--- src/rtl/leaf_out_rr_arbiter.sv ---
// leaf_out_rr_arbiter: lets NUM_REQ kernel output streams share one
// leaf_interface user-to-interface port. Grants are burst-granular: the owner
// keeps the port for up to BURST_LEN beats, or until it has left its valid low
// for IDLE_TIMEOUT consecutive cycles. Each release is followed by a one-cycle
// gap, and the next owner is picked round-robin starting after the last one.
// Data, valid and ready pass through combinationally, with no buffering.
//
// Optional build macro LEAF_ARB_STATS_EN adds per-requester 32-bit beat
// counters (output stat_beats) with a synchronous clear input (stat_clr).
module leaf_out_rr_arbiter #(
  parameter int NUM_REQ      = 4,
  parameter int PAYLOAD_BITS = 32,
  parameter int BURST_LEN    = 16,
  parameter int IDLE_TIMEOUT = 8,
  localparam int GIDW        = (NUM_REQ > 1) ? $clog2(NUM_REQ) : 1
) (
  input  logic                            clk,
  input  logic                            reset,
  input  logic [NUM_REQ*PAYLOAD_BITS-1:0] req_data,
  input  logic [NUM_REQ-1:0]              req_vld,
  output logic [NUM_REQ-1:0]              req_ack,
  output logic [PAYLOAD_BITS-1:0]         dout,
  output logic                            dout_vld,
  input  logic                            dout_ack,
  output logic [GIDW-1:0]                 grant_id,
  output logic                            busy
`ifdef LEAF_ARB_STATS_EN
  ,
  output logic [NUM_REQ*32-1:0]           stat_beats,
  input  logic                            stat_clr
`endif
);

  localparam int BCW = $clog2(BURST_LEN + 1);
  localparam int ICW = $clog2(IDLE_TIMEOUT + 1);
  localparam logic [BCW-1:0] BEAT_LAST = BCW'(BURST_LEN - 1);
  localparam logic [ICW-1:0] IDLE_LAST = ICW'(IDLE_TIMEOUT - 1);
  localparam logic [GIDW-1:0] GID_LAST = GIDW'(NUM_REQ - 1);

  typedef enum logic [1:0] {
    S_IDLE    = 2'd0,
    S_GRANT   = 2'd1,
    S_RELEASE = 2'd2
  } state_t;

  state_t                  state;
  logic [BCW-1:0]          beat_cnt;
  logic [ICW-1:0]          idle_cnt;
  logic [GIDW-1:0]         rr_ptr;

  logic [PAYLOAD_BITS-1:0] lane [NUM_REQ];
  logic                    owner_vld;
  logic                    xfer;
  logic                    last_beat;
  logic                    timed_out;
  logic [GIDW-1:0]         pick;
  logic [GIDW-1:0]         next_ptr;

  // First requesting index at or after ptr, wrapping past NUM_REQ-1 to 0.
  function automatic logic [GIDW-1:0] rr_pick(input logic [NUM_REQ-1:0] vld,
                                               input logic [GIDW-1:0]    ptr);
    logic [2*NUM_REQ-1:0] dbl;
    logic [GIDW-1:0]      sel;
    logic                 found;
    int                   idx;
    dbl   = {vld, vld} >> ptr;
    sel   = '0;
    found = 1'b0;
    for (int k = 0; k < NUM_REQ; k++) begin
      idx = int'(ptr) + k;
      if (idx >= NUM_REQ) idx = idx - NUM_REQ;
      if (!found && dbl[k]) begin
        sel   = GIDW'(idx);
        found = 1'b1;
      end
    end
    return sel;
  endfunction

  // Split the flat payload bus into per-requester lanes.
  always_comb begin
    for (int i = 0; i < NUM_REQ; i++) lane[i] = req_data[i*PAYLOAD_BITS +: PAYLOAD_BITS];
  end

  // Owner passthrough and the release conditions seen by the FSM.
  always_comb begin
    owner_vld = req_vld[grant_id];
    dout      = lane[grant_id];
    dout_vld  = (state == S_GRANT) && owner_vld;
    req_ack   = '0;
    if (state == S_GRANT) req_ack[grant_id] = dout_ack;
    xfer      = dout_vld && dout_ack;
    last_beat = xfer && (beat_cnt == BEAT_LAST);
    timed_out = (state == S_GRANT) && !owner_vld && (idle_cnt == IDLE_LAST);
    pick      = rr_pick(req_vld, rr_ptr);
    next_ptr  = (grant_id == GID_LAST) ? '0 : grant_id + GIDW'(1);
  end

  // Arbitration FSM: pick in IDLE, stream in GRANT, one-cycle RELEASE gap.
  always_ff @(posedge clk) begin
    if (reset) begin
      state    <= S_IDLE;
      busy     <= 1'b0;
      grant_id <= '0;
      beat_cnt <= '0;
      idle_cnt <= '0;
      rr_ptr   <= '0;
    end else begin
      case (state)
        S_IDLE: begin
          if (|req_vld) begin
            grant_id <= pick;
            busy     <= 1'b1;
            beat_cnt <= '0;
            idle_cnt <= '0;
            state    <= S_GRANT;
          end
        end
        S_GRANT: begin
          if (xfer) beat_cnt <= beat_cnt + BCW'(1);
          // A stalled but valid owner is not idle.
          if (owner_vld) idle_cnt <= '0;
          else           idle_cnt <= idle_cnt + ICW'(1);
          if (last_beat || timed_out) begin
            busy  <= 1'b0;
            state <= S_RELEASE;
          end
        end
        S_RELEASE: begin
          rr_ptr   <= next_ptr;
          beat_cnt <= '0;
          idle_cnt <= '0;
          state    <= S_IDLE;
        end
        default: state <= S_IDLE;
      endcase
    end
  end

`ifdef LEAF_ARB_STATS_EN
  logic [31:0] stat_q [NUM_REQ];

  // Per-requester transferred-beat counters; clear wins over a same-cycle beat.
  always_ff @(posedge clk) begin
    for (int i = 0; i < NUM_REQ; i++) begin
      if (reset || stat_clr)                      stat_q[i] <= '0;
      else if (xfer && (grant_id == GIDW'(i)))    stat_q[i] <= stat_q[i] + 32'd1;
    end
  end

  // Flatten the counters onto the stat_beats bus.
  always_comb begin
    for (int i = 0; i < NUM_REQ; i++) stat_beats[i*32 +: 32] = stat_q[i];
  end
`endif

endmodule
--- config.mk ---
export PLATFORM = sky130hd
export DESIGN_NAME = leaf_out_rr_arbiter
export DESIGN_NICKNAME = d
export VERILOG_FILES = /design/src/rtl/leaf_out_rr_arbiter.sv
export SDC_FILE = /design/constraint.sdc
export NUM_CORES = 1
export LEC_CHECK = 0
export ABC_AREA = 1
export BUFFER_PORTS_ARGS = -buffer_cell sky130_fd_sc_hd__buf_2
export CAP_MARGIN = 5
export CORE_UTILIZATION = 40
export CTS_BUF_LIST = sky130_fd_sc_hd__clkbuf_4 sky130_fd_sc_hd__clkbuf_8
export DETAILED_ROUTE_END_ITERATION = 16
export GPL_ROUTABILITY_DRIVEN = 0
export HOLD_SLACK_MARGIN = 0.08
export PLACE_DENSITY = 0.92
export SLEW_MARGIN = 10
export SYNTH_ARGS = -nofsm -noshare
export SYNTH_HDL_FRONTEND = slang
export SYNTH_SLANG_ARGS = --single-unit
--- constraint.sdc ---
create_clock -name clk -period 3.6 [get_ports clk]
set_clock_uncertainty 0.15 [all_clocks]
set_input_delay 0.9 -clock clk [delete_from_list [all_inputs] [get_ports clk]]
set_output_delay 0.9 -clock clk [all_outputs]
set_load 0.02 [all_outputs]
# ---- After elaboration in Yosys (flattened, before gate mapping)
# Index checks and enable logic that the tools add are counted.
dict set report totals {
  rom_bits 0
  latchBits 0
  ramBits 0
  ff_bits 16
  wordCells 89
  n_memories 0
}
dict set report classes {
  muxes 32
  n_shift 1
  reduce_logical 23
  addsub 10
  n_div 0
  n_eq_ne 8
  magnitude_cmp 7
  mul 0
  n_bitwise 2
}
# operator n
set ops {}
lappend ops {{$bmux 32 s2} 1}
lappend ops {{$mux 32} 2}
lappend ops {{$mux 2} 11}
lappend ops {{$pmux 5 s3} 1}
lappend ops {{$ge 3x3->1 const B} 4}
lappend ops {{$mux 4} 3}
lappend ops {{$pmux 4 s3} 1}
lappend ops {{$mux 5} 2}
lappend ops {{$logic_and 1x1->1} 9}
lappend ops {{$shr 8x2->4} 1}
lappend ops {{$sub 2x1->2 const B} 4}
lappend ops {{$mux 1} 7}
lappend ops {{$add 2x2->3 const B} 2}
lappend ops {{$reduce_and 2->1} 3}
lappend ops {{$reduce_and 3->1} 2}
lappend ops {{$add 5x1->5 const B} 1}
lappend ops {{$eq 5x4->1 const B} 1}
lappend ops {{$add 4x1->4 const B} 1}
lappend ops {{$and 4x4->4} 1}
lappend ops {{$eq 2x2->1 const B} 2}
lappend ops {{$eq 4x3->1 const B} 1}
lappend ops {{$logic_not 1->1} 4}
lappend ops {{$ne 2x2->1 const B} 2}
lappend ops {{$pmux 2 s2} 1}
lappend ops {{16 further kinds} 16}

# ---- Depth between registers and ports, before layout
dict set report depth {
  word_depth 11
  mapped_depth 13
}

# ---- Worst setup path before layout
# No wires, ideal clock.
dict set report synth_path {
  kind {reg-to-output}
  startpoint {register grant_id[0]}
  endpoint {output port dout[23]}
  path_buffers 2
  arrival_time_ns 1.426
  path_stages_with_launch 5
  slack_ns 1.124
  required_ns 2.550
  cell_sequence {dfxtp_1 -> buf_6 -> clkbuf_1 -> o21ai_0 -> o22ai_1}
}
dict set report synth_via {
  elab_chain_cells 4
}
# element line
set synth_lines {}
lappend synth_lines {{start: declaration} 25} ;# output logic [GIDW-1:0] grant_id,
lappend synth_lines {{start signal: assignment} 112} ;# grant_id <= pick;
lappend synth_lines {{$not 2->3 (implied by the code)} 88} ;# dout = lane[grant_id];
lappend synth_lines {{$bmux 32 s2} 88}
lappend synth_lines {{$mux 32 (implied by the code) (2 in a row)} 88}
lappend synth_lines {{end: declaration} 22} ;# output logic [PAYLOAD_BITS-1:0] dout,
# No other way between the ends. The select of a mux whose other input is x is not followed.

# ---- Worst setup path in the final report
dict set report layout_path {
  startpoint {register grant_id[0]}
  endpoint {output port dout_vld}
}
dict set report layout_via {
  elab_chain_cells 3
}
# element line
set layout_lines {}
lappend layout_lines {{$bmux 1 s2} 87} ;# owner_vld = req_vld[grant_id];
lappend layout_lines {{$mux 1 (implied by the code)} 87}
lappend layout_lines {{$logic_and 1x1->1} 89} ;# dout_vld = (state == S_GRANT) && owner_vld;
lappend layout_lines {{end: declaration} 23} ;# output logic dout_vld,
# No other way between the ends. The select of a mux whose other input is x is not followed.

==> impl_metrics.csv <==
group,metric,value,unit
logic_synthesis,synth_nets,496,
worst_setup_path,crit_required,2.55,ns
logic_synthesis,yosysTopAreaCell,"o21ai_0",
cells_and_area,final_nets,657,
cts,h-tree-depth,1,
sta,timing.fmax,0.361,GHz
logic_synthesis,ys_ff_latch,16,
logic_synthesis,synth_area_per_cell,5.62,µm²
die,rows,25,
power_and_ir_drop,power.share.switching,49.3,%
logic_synthesis,ys_seq_area_share,16.1,%
power_and_ir_drop,leakagePower,1.52,nW
worst_setup_path,ff2ff_path_depth,10,
logic_synthesis,synth.most_common_cell,"nor2_1",
worst_setup_path,cp_max_fo,69,
place,io_buffers,174,
route,dr_total_vias,2954,
power_and_ir_drop,clockPowerShare,15.2,%
logic_synthesis,synth_area_leaders,"o21ai_0, dfxtp_1, nor2_1, o22ai_1, nand2_1",
cts,clk_pin_slew,0.06,ns
place,hpwl,5.42,mm
global_route,globalRouteMet1Util,28.3,%
worst_setup_path,worstSetupEndpointType,"primary output",
logic_synthesis,yosys-top-cells-count,"nor2_1, o21ai_0, nand2_1, o22ai_1, inv_1",
route,drc_errors,0,
die,fp.dieW,72.5,µm
cts,clockRootBuffer,"clkbuf_8",
cts,cts_buffer_depth,2,
flow_run,maxCapViolCount,0,
route,firstDrtPassIters,4,
cells_and_area,diodes,0,
sta,worst-slew-pin-transition,0.586,ns
die,die_h,72.5,µm
hold_path,hold_class,"reg -> reg",
worst_setup_path,crit_path_top_delay_cell,"buf_4",
global_route,overflow,0,
power_and_ir_drop,power_density,361,nW/µm²
global_route,grt_pass1_wl,11.4,mm
die,dieArea,5260,µm²
logic_synthesis,synth.top_cell.area_share,17.6,%
cts,cts_setup_buffers,0,
die,io-pin-count,175,
sta,hold_viol_final,0,
power_and_ir_drop,p_int,0.000538,W
sta,whs,0.330,ns
worst_setup_path,arrival,1.72,ns
global_route,grt_pass1_vias,2763,
power_and_ir_drop,seq_power_share,18.9,%
worst_setup_path,critical_path.cell_chain,"buf_4, nand2_1, nand3_2, nand2_4, nor2_1, buf_2",
sta,finalCriticalPeriod,2.77,ns
worst_setup_path,crit_type,"reg -> out",
sta,finalMaxSlewViolations,0,
cells_and_area,syn_to_final_growth,47.8,%
cells_and_area,drive_gt1_share,40.5,%
sta,relSlewSlack,60.9,%
cts,cts-hold-fix-buffers,0,
logic_synthesis,netlist_area,1990,µm²
logic_synthesis,synth_edf_count,0,
logic_synthesis,yosysWarnings,0,
route,wl_per_cell,12.0,µm
worst_setup_path,start_kind,"flip-flop",
sta,fin_crit_sh,77.0,%
status,status,"finished, final reports clean",
power_and_ir_drop,combinationalPowerShare,65.9,%
global_route,grtUsageMet2,51.6,%
logic_synthesis,synthArstFlopShare,0,%
die,coreArea,4750,µm²
hold_path,worstHoldPathCells,2,
route,drt_wl_total,6.95,mm
global_route,grt_use_met3,5.69,%
cts,cts.repair.resized,0,
global_route,busiest_layer,"met2",
route,ant_nets,0,
die,floorplan.initialDensity,41.9,%
cts,tritoncts,"done",
global_route,antenna_found_initial,0,
power_and_ir_drop,switchingPower,0.000524,W
power_and_ir_drop,peakVddDrop,0.211,mV
power_and_ir_drop,finalPower,0.00106,W
logic_synthesis,synth.distinct_cells,29,
global_route,grt_start_max_net_pins,70,
logic_synthesis,synth_ff_type,"dfxtp_1",
cts,worstSkewPairLatency,0.25,ns
route,vias_per_cell,5.08,
logic_synthesis,syn_inst,354,
global_route,grt_usage,26.9,%
worst_setup_path,cpPeakStageDelay,0.48,ns
route,drt-initial-drc-count,133,
cts,clock-sinks,16,
sta,setup_viol,0,
cts,cts_made_buffers,3,
sta,rsz0062_at_grt,"no",
sta,fin_tns_setup,0,ns
## placed cells by master (no fill, tap or decap), types with 9 or more instances in the layout
cell	count
nand2_1	48
dfxtp_1	15
buf_2	174
nor2_1	82
o22ai_1	32
inv_1	21
a21oi_1	9
nand3_1	14
o21ai_0	70
## final timing paths
check,slack (ns),end,start
max,0.83,dout_vld,grant_id[0]$_SDFFE_PP0P_
min,0.33,busy$_SDFFE_PP0P_,busy$_SDFFE_PP0P_
max reg2reg,1.64,busy$_SDFFE_PP0P_,grant_id[0]$_SDFFE_PP0P_
min reg2reg,0.33,busy$_SDFFE_PP0P_,busy$_SDFFE_PP0P_
## flip-flops by register name, indices dropped and copies added (netlist names)
register	cells
idle_cnt	4
busy	1
state	2
rr_ptr	2
grant_id	2
beat_cnt	5
## stage by stage
step                      setup WS (ns)  cells  util (%)  cell area, µm²
final                             0.827    581      61.9            2940
after global routing              0.676    581      61.9            2940
after CTS                         0.814    581      61.9            2940
after detailed placement          0.976    577      60.7            2890
after global placement             1.01    577      60.7            2890
after floorplan                    1.12    354         -            1990
## power by group through the flow
stage | Clock [W] | Combinational [W] | Sequential (W)
2_1_floorplan | 0 | 0.000456 | 0.000213
3_3_place_gp | 0 | 0.000681 | 0.000204
3_5_place_dp | 0 | 0.000699 | 0.000205
4_1_cts | 0.000165 | 0.000700 | 0.000201
5_1_grt | 0.000172 | 0.000775 | 0.000203
6_report | 0.000161 | 0.000699 | 0.000201
## worst max-delay path: cells and delay by family (launching register included)
kind | cells | cell delay, ns
simple gates | 4 | 0.46
buf+inv | 2 | 0.65
flops | 1 | 0.33
## metal layers
metal	routed length, µm	share of wire (%)	up-vias
met5	0	0	-
met4	157	2.3	0
met3	601	8.6	19
met2	3430	49	149
met1	2770	40	1269
li1	-	-	1517
## final cells by class
| type | instances | area (µm²) |
|---|---|---|
| clock buffers | 4 | 55.1 |
| fillers | 468 | 1810 |
| inverters | 29 | 111 |
| multi-input cells | 287 | 1460 |
| flip-flops and latches | 16 | 322 |
| well taps | 67 | 83.8 |
| repair buffers | 178 | 913 |
## cell families after synthesis
group           Yosys count  synth area share, %
flops                    16                 16.1
compound gates          121                 33.7
simple gates            158                 34.6
buf+inv                  51                 10.7
xor+xnor                  1                0.440
fa+ha+maj                 7                 4.40
Note: power is estimated with default switching activity, not from simulation.
